==> src/rtl/seq_det_pkg.sv <==
// Shared state encoding and sizing helpers for the programmable sequence detector.
package seq_det_pkg;

  typedef enum logic [1:0] {
    IDLE  = 2'd0,
    ARMED = 2'd1,
    DONE  = 2'd2
  } state_t;

  localparam int MAX_LEN_DEFAULT = 8;

  // Width needed to hold a pattern length in the range 0..max_len.
  function automatic int len_w(input int max_len);
    return $clog2(max_len + 1);
  endfunction

endpackage

==> src/rtl/seq_window_match.sv <==
// Sliding history of accepted bits plus masked compare against the programmed pattern.
module seq_window_match
  import seq_det_pkg::*;
#(
  parameter int MAX_LEN = MAX_LEN_DEFAULT
) (
  input  logic                      clk,
  input  logic                      rstn,
  input  logic                      shift_en,
  input  logic                      clear,
  input  logic                      in_bit,
  input  logic [MAX_LEN-1:0]        pattern,
  input  logic [len_w(MAX_LEN)-1:0] len,
  output logic                      hit
);

  localparam int LW = len_w(MAX_LEN);
  localparam logic [LW-1:0] FILL_MAX = LW'(MAX_LEN - 1);
  localparam logic [LW-1:0] ONE      = LW'(1);

  logic [MAX_LEN-2:0] history;
  logic [LW-1:0]      fill;
  logic [MAX_LEN-1:0] window;
  logic [MAX_LEN-1:0] mask;
  logic [LW-1:0]      need;
  logic               fill_ok;
  logic               bits_ok;

  // Candidate window: history with the bit being offered appended as the newest.
  always_comb begin
    window  = {history, in_bit};
    need    = len - ONE;
    fill_ok = (fill >= need);
    mask    = {MAX_LEN{1'b0}};
    for (int i = 0; i < MAX_LEN; i++) begin
      if (i < int'(len)) begin
        mask[i] = 1'b1;
      end else begin
        mask[i] = 1'b0;
      end
    end
    bits_ok = (((window ^ pattern) & mask) == {MAX_LEN{1'b0}});
    hit     = fill_ok & bits_ok;
  end

  // History shift register and saturating fill count; clear beats shift.
  always_ff @(posedge clk or negedge rstn) begin
    if (!rstn) begin
      history <= {(MAX_LEN-1){1'b0}};
      fill    <= {LW{1'b0}};
    end else if (clear) begin
      history <= {(MAX_LEN-1){1'b0}};
      fill    <= {LW{1'b0}};
    end else if (shift_en) begin
      history <= window[MAX_LEN-2:0];
      if (fill != FILL_MAX) begin
        fill <= fill + ONE;
      end
    end
  end

endmodule

==> src/rtl/seq_det_ctrl.sv <==
// Programmable serial-pattern detection controller: config registers, run FSM,
// valid/ready handshake and saturating match counter around seq_window_match.
module seq_det_ctrl
  import seq_det_pkg::*;
#(
  parameter int MAX_LEN = MAX_LEN_DEFAULT,
  parameter int CNT_W   = 8
) (
  input  logic                      clk,
  input  logic                      rstn,
  input  logic                      cfg_we,
  input  logic [MAX_LEN-1:0]        cfg_pattern,
  input  logic [len_w(MAX_LEN)-1:0] cfg_len,
  input  logic                      cfg_overlap,
  input  logic [CNT_W-1:0]          cfg_target,
  output logic                      cfg_err,
  input  logic                      start,
  input  logic                      abort,
  input  logic                      in_valid,
  input  logic                      in_bit,
  output logic                      in_ready,
  output logic                      match,
  output logic                      busy,
  output logic                      done,
  output logic [CNT_W-1:0]          match_count
);

  localparam int LW = len_w(MAX_LEN);
  localparam logic [LW-1:0]    LEN_MAX  = LW'(MAX_LEN);
  localparam logic [LW-1:0]    LEN_ONE  = LW'(1);
  localparam logic [CNT_W-1:0] CNT_MAX  = {CNT_W{1'b1}};
  localparam logic [CNT_W-1:0] CNT_ONE  = CNT_W'(1);
  localparam logic [CNT_W-1:0] CNT_ZERO = {CNT_W{1'b0}};

  state_t             state;
  state_t             state_nxt;
  logic [MAX_LEN-1:0] pattern;
  logic [LW-1:0]      len;
  logic               overlap;
  logic [CNT_W-1:0]   target;
  logic [CNT_W-1:0]   count_inc;
  logic               accept;
  logic               start_go;
  logic               win_clear;
  logic               hit;
  logic               cfg_open;
  logic               cfg_legal;

  seq_window_match #(
    .MAX_LEN (MAX_LEN)
  ) u_window (
    .clk      (clk),
    .rstn     (rstn),
    .shift_en (accept),
    .clear    (win_clear),
    .in_bit   (in_bit),
    .pattern  (pattern),
    .len      (len),
    .hit      (hit)
  );

  // Handshake qualification, Mealy match, and next-state decode.
  always_comb begin
    accept    = in_valid & (state == ARMED);
    match     = accept & ~abort & hit;
    start_go  = start & ~abort & (state != ARMED);
    win_clear = start_go | (match & ~overlap);
    if (match && (match_count != CNT_MAX)) begin
      count_inc = match_count + CNT_ONE;
    end else begin
      count_inc = match_count;
    end
    state_nxt = state;
    case (state)
      IDLE, DONE: begin
        if (start_go) begin
          state_nxt = ARMED;
        end else begin
          state_nxt = state;
        end
      end
      ARMED: begin
        if (abort) begin
          state_nxt = IDLE;
        end else if (match && (target != CNT_ZERO) && (count_inc == target)) begin
          state_nxt = DONE;
        end else begin
          state_nxt = ARMED;
        end
      end
      default: state_nxt = IDLE;
    endcase
  end

  // State register with busy/done flags taken straight from flops.
  always_ff @(posedge clk or negedge rstn) begin
    if (!rstn) begin
      state <= IDLE;
      busy  <= 1'b0;
      done  <= 1'b0;
    end else begin
      state <= state_nxt;
      busy  <= (state_nxt == ARMED);
      done  <= (state_nxt == DONE);
    end
  end

  assign in_ready = busy;

  // Match counter: cleared by an accepted start, held across abort.
  always_ff @(posedge clk or negedge rstn) begin
    if (!rstn) begin
      match_count <= CNT_ZERO;
    end else if (start_go) begin
      match_count <= CNT_ZERO;
    end else begin
      match_count <= count_inc;
    end
  end

  assign cfg_open  = cfg_we & (state != ARMED);
  assign cfg_legal = (cfg_len >= LEN_ONE) && (cfg_len <= LEN_MAX);

  // Configuration registers; an illegal length leaves them untouched and flags cfg_err.
  always_ff @(posedge clk or negedge rstn) begin
    if (!rstn) begin
      pattern <= {MAX_LEN{1'b0}};
      len     <= LEN_ONE;
      overlap <= 1'b1;
      target  <= CNT_ZERO;
      cfg_err <= 1'b0;
    end else begin
      cfg_err <= cfg_open & ~cfg_legal;
      if (cfg_open && cfg_legal) begin
        pattern <= cfg_pattern;
        len     <= cfg_len;
        overlap <= cfg_overlap;
        target  <= cfg_target;
      end
    end
  end

endmodule

==> config.mk <==
export PLATFORM = sky130hd
export DESIGN_NAME = seq_det_ctrl
export DESIGN_NICKNAME = d
export VERILOG_FILES = /design/src/rtl/seq_det_pkg.sv /design/src/rtl/seq_window_match.sv /design/src/rtl/seq_det_ctrl.sv
export SDC_FILE = /design/constraint.sdc
export NUM_CORES = 1
export LEC_CHECK = 0
export ABC_AREA = 1
export CAP_MARGIN = 20
export CORE_AREA = 5 5 82 84
export DETAILED_ROUTE_END_ITERATION = 12
export DIE_AREA = 0 0 87 89
export PLACE_DENSITY = 0.68
export SLEW_MARGIN = 20
export SYNTH_ARGS = -nofsm -noshare
export SYNTH_HDL_FRONTEND = slang
export SYNTH_SLANG_ARGS = --single-unit
==> constraint.sdc <==
create_clock -name clk -period 7.6 [get_ports clk]
set_input_delay 0.76 -clock clk [delete_from_list [all_inputs] [get_ports clk]]
set_output_delay 0.76 -clock clk [all_outputs]
set_load 0.005 [all_outputs]
==> metrics <==
hold slack final=between 400 and 500 ps; Post-Syn Area=roughly 2600 um2; vias post-DR=approximately 2200; DP Wirelength=4410 um; setup TNS=0 ps; Final Setup Violations=0; Slew Viols, Final=0; synthesis-to-layout area growth=22.8%; CTS Buffer Depth=2; gr usage total=0.156; fin worst setup slack=about 4100 ps; fin nets=403; CORE AREA=approximately 5900 um2; Max Fclk=0.286 GHz; final worst-path cycle share=0.460; Yosys reg bits=45; DRT Wirelength=about 5800 um; most frequent cells in the layout=nand2_1, inv_1, dfrtp_1; H-tree levels=2; Slew @ Worst Pin=approximately 580 ps; Total Power=683 uW; Critical Path Start Type=register; Yosys warnings=0; initial antenna violation count=0; crit path time final=about 3500 ps; GRT Residual Overflow=0; Post-CTS Setup Inserts=0; Min-Delay Path Class=in -> async; IO Port Bufs=40; RSZ-0062 raised after global routing=false; Distinct cells, synth=32; CTS resizes=0; via/cell ratio=5.00; largest net degree at the start of global routing=between 40 and 50; initial core utilization=0.441; Remaining DRCs=0; Async SR Flop Fraction=1.00; Syn Area/Cell=8.00 um2; crit path DAT=roughly 2700 ps; GPL Wtd Cong=~0.86; commonest non-fill, non-tap cell in the layout=nand2_1; CTS buffer count=5; hold buffer count at CTS=0; num rows=28; leakage power=1.56 nW; chip height=89 um; Skew-Pair Late Insertion Delay=290 ps; clk_skew=9.00 ps; Clock Tree Root=clkbuf_8; TritonCTS clock tree=yes; Ports=41; VDD IR max=0.000135 V; DRT iter0 DRCs=91; Die ar.=between 7000 and 8000 um2; first-pass GRT wire length=just under 10000 um; Post-synth EDFFs=0; status=finished clean; ANT nets after route=0; post-synthesis sequential area ratio=0.438; P per Cell Area=roughly 220 nW/um2; syn nets=between 300 and 400; endpoints failing hold=0; DRT Pass-1 Iters=4; Worst EP required=between 6000 and 7000 ps; layout cells sized above 1=0.0899; Slew HR=0.614; crit end category=output pin; number of global-route vias before repair=about 2200; clock tree sinks=45; Die W=a little under 90 um; top_reg_cell synth=dfrtp_1; Wirelength per Cell=13.1 um; # diodes=0; Syn Inst Count=roughly 320; critical path class=reg -> out; clock-pin slew on the worst setup and hold paths=around 90 ps; Place WS=about 4200 ps; total of max-cap violations=0; CP Max Fanout=10
==> sequential cells by signal, summed over array words and instances (netlist names) <==
register          count
match_count           8
busy                  1
target                8
len                   4
state                 2
u_window.history      7
pattern               8
cfg_err               1
overlap               1
u_window.fill         4
done                  1
==> cell usage after synthesis, types with 3 or more instances <==
cell,instances,area (um2)
mux2_2,8,90.1
nand2_1,79,297
nand3_2,3,30.0
nand4_1,13,81.3
clkbuf_1,3,11.3
inv_1,44,165
dfrtp_1,43,1080
nor2_1,34,128
o21ai_0,10,50.1
ha_1,9,113
xor2_1,11,96.3
nand3_1,21,105
nand3b_1,3,22.5
a21oi_1,17,85.1
==> metal layers <==
layer  share of wire  wire [um]  vias to the layer above  track usage
met4           0.012         68                        0       0.0397
met5               0          0                        -            0
li1                -          -                     1126            -
met2            0.52       3000                       50        0.293
met3           0.046        267                        9       0.0267
met1            0.42       2430                     1023        0.184
==> logic make-up (layout without fill, tap and decap cells) <==
group / Yosys count / after routing / synth area share
xor gates and xnor gates: 12 / 12 / 0.0408
DFF: 45 / 45 / 0.438
buffers and inverters: 51 / 96 / 0.0757
adders and majority gates: 9 / 9 / 0.0437
and+or+nand+nor: 163 / 163 / 0.293
muxes: 8 / 8 / 0.0350
AOI/OAI and AO/OA: 34 / 34 / 0.0743
==> power by group <==
group | switching, mW | internal [mW] | total [mW]
clock network | 0.0821 | 0.0977 | 0.180
logic | 0.109 | 0.0825 | 0.192
registers | 0.0350 | 0.277 | 0.312
total | 0.226 | 0.457 | 0.683
==> metrics by stage <==
step	area, um2	std cells	util
final	3170	442	0.541
after global routing	3170	442	0.541
after CTS	3160	442	0.541
after detailed placement	3060	434	0.522
after global placement	3060	434	0.522
after floorplan	2580	322	-
==> cell type report <==
type / count / area [um2]
well taps: 75 / 93.8
inverters: 47 / 176
repair buffers: 41 / 405
clock buffers: 6 / 72.6
fillers: 570 / 2690
multi-input cells: 226 / 1250
clock inverters: 2 / 35.0
flip-flops and latches: 45 / 1130
==> path summary, 6_finish.rpt <==
kind | start | to | slack, ps | depth (start not counted)
worst max-delay path | len[0]$_DFFE_PN1P_ | match | 4100 | 10
worst min-delay path | rstn | target[4]$_DFFE_PN0P_ | 460 | 1
worst max register to register | len[0]$_DFFE_PN1P_ | busy$_DFF_PN0_ | 4860 | 15
worst min register to register | len[0]$_DFFE_PN1P_ | len[0]$_DFFE_PN1P_ | 520 | 2
max in group asynchronous | rstn | pattern[4]$_DFFE_PN0P_ | 6750 | 1
min in group clk | len[0]$_DFFE_PN1P_ | len[0]$_DFFE_PN1P_ | 520 | 2
==> worst max-delay path, cell delays in order (launching register included) <==
cell and delay, ps:
dfstp_2 570, inv_1 80, ha_1 290, ha_1 290
inv_1 60, nor2_1 30, o211ai_1 180, nand3_2 250
nand2_2 190, inv_1 70, clkdlybuf4s50_1 440
(Power assumes the default switching activity.)
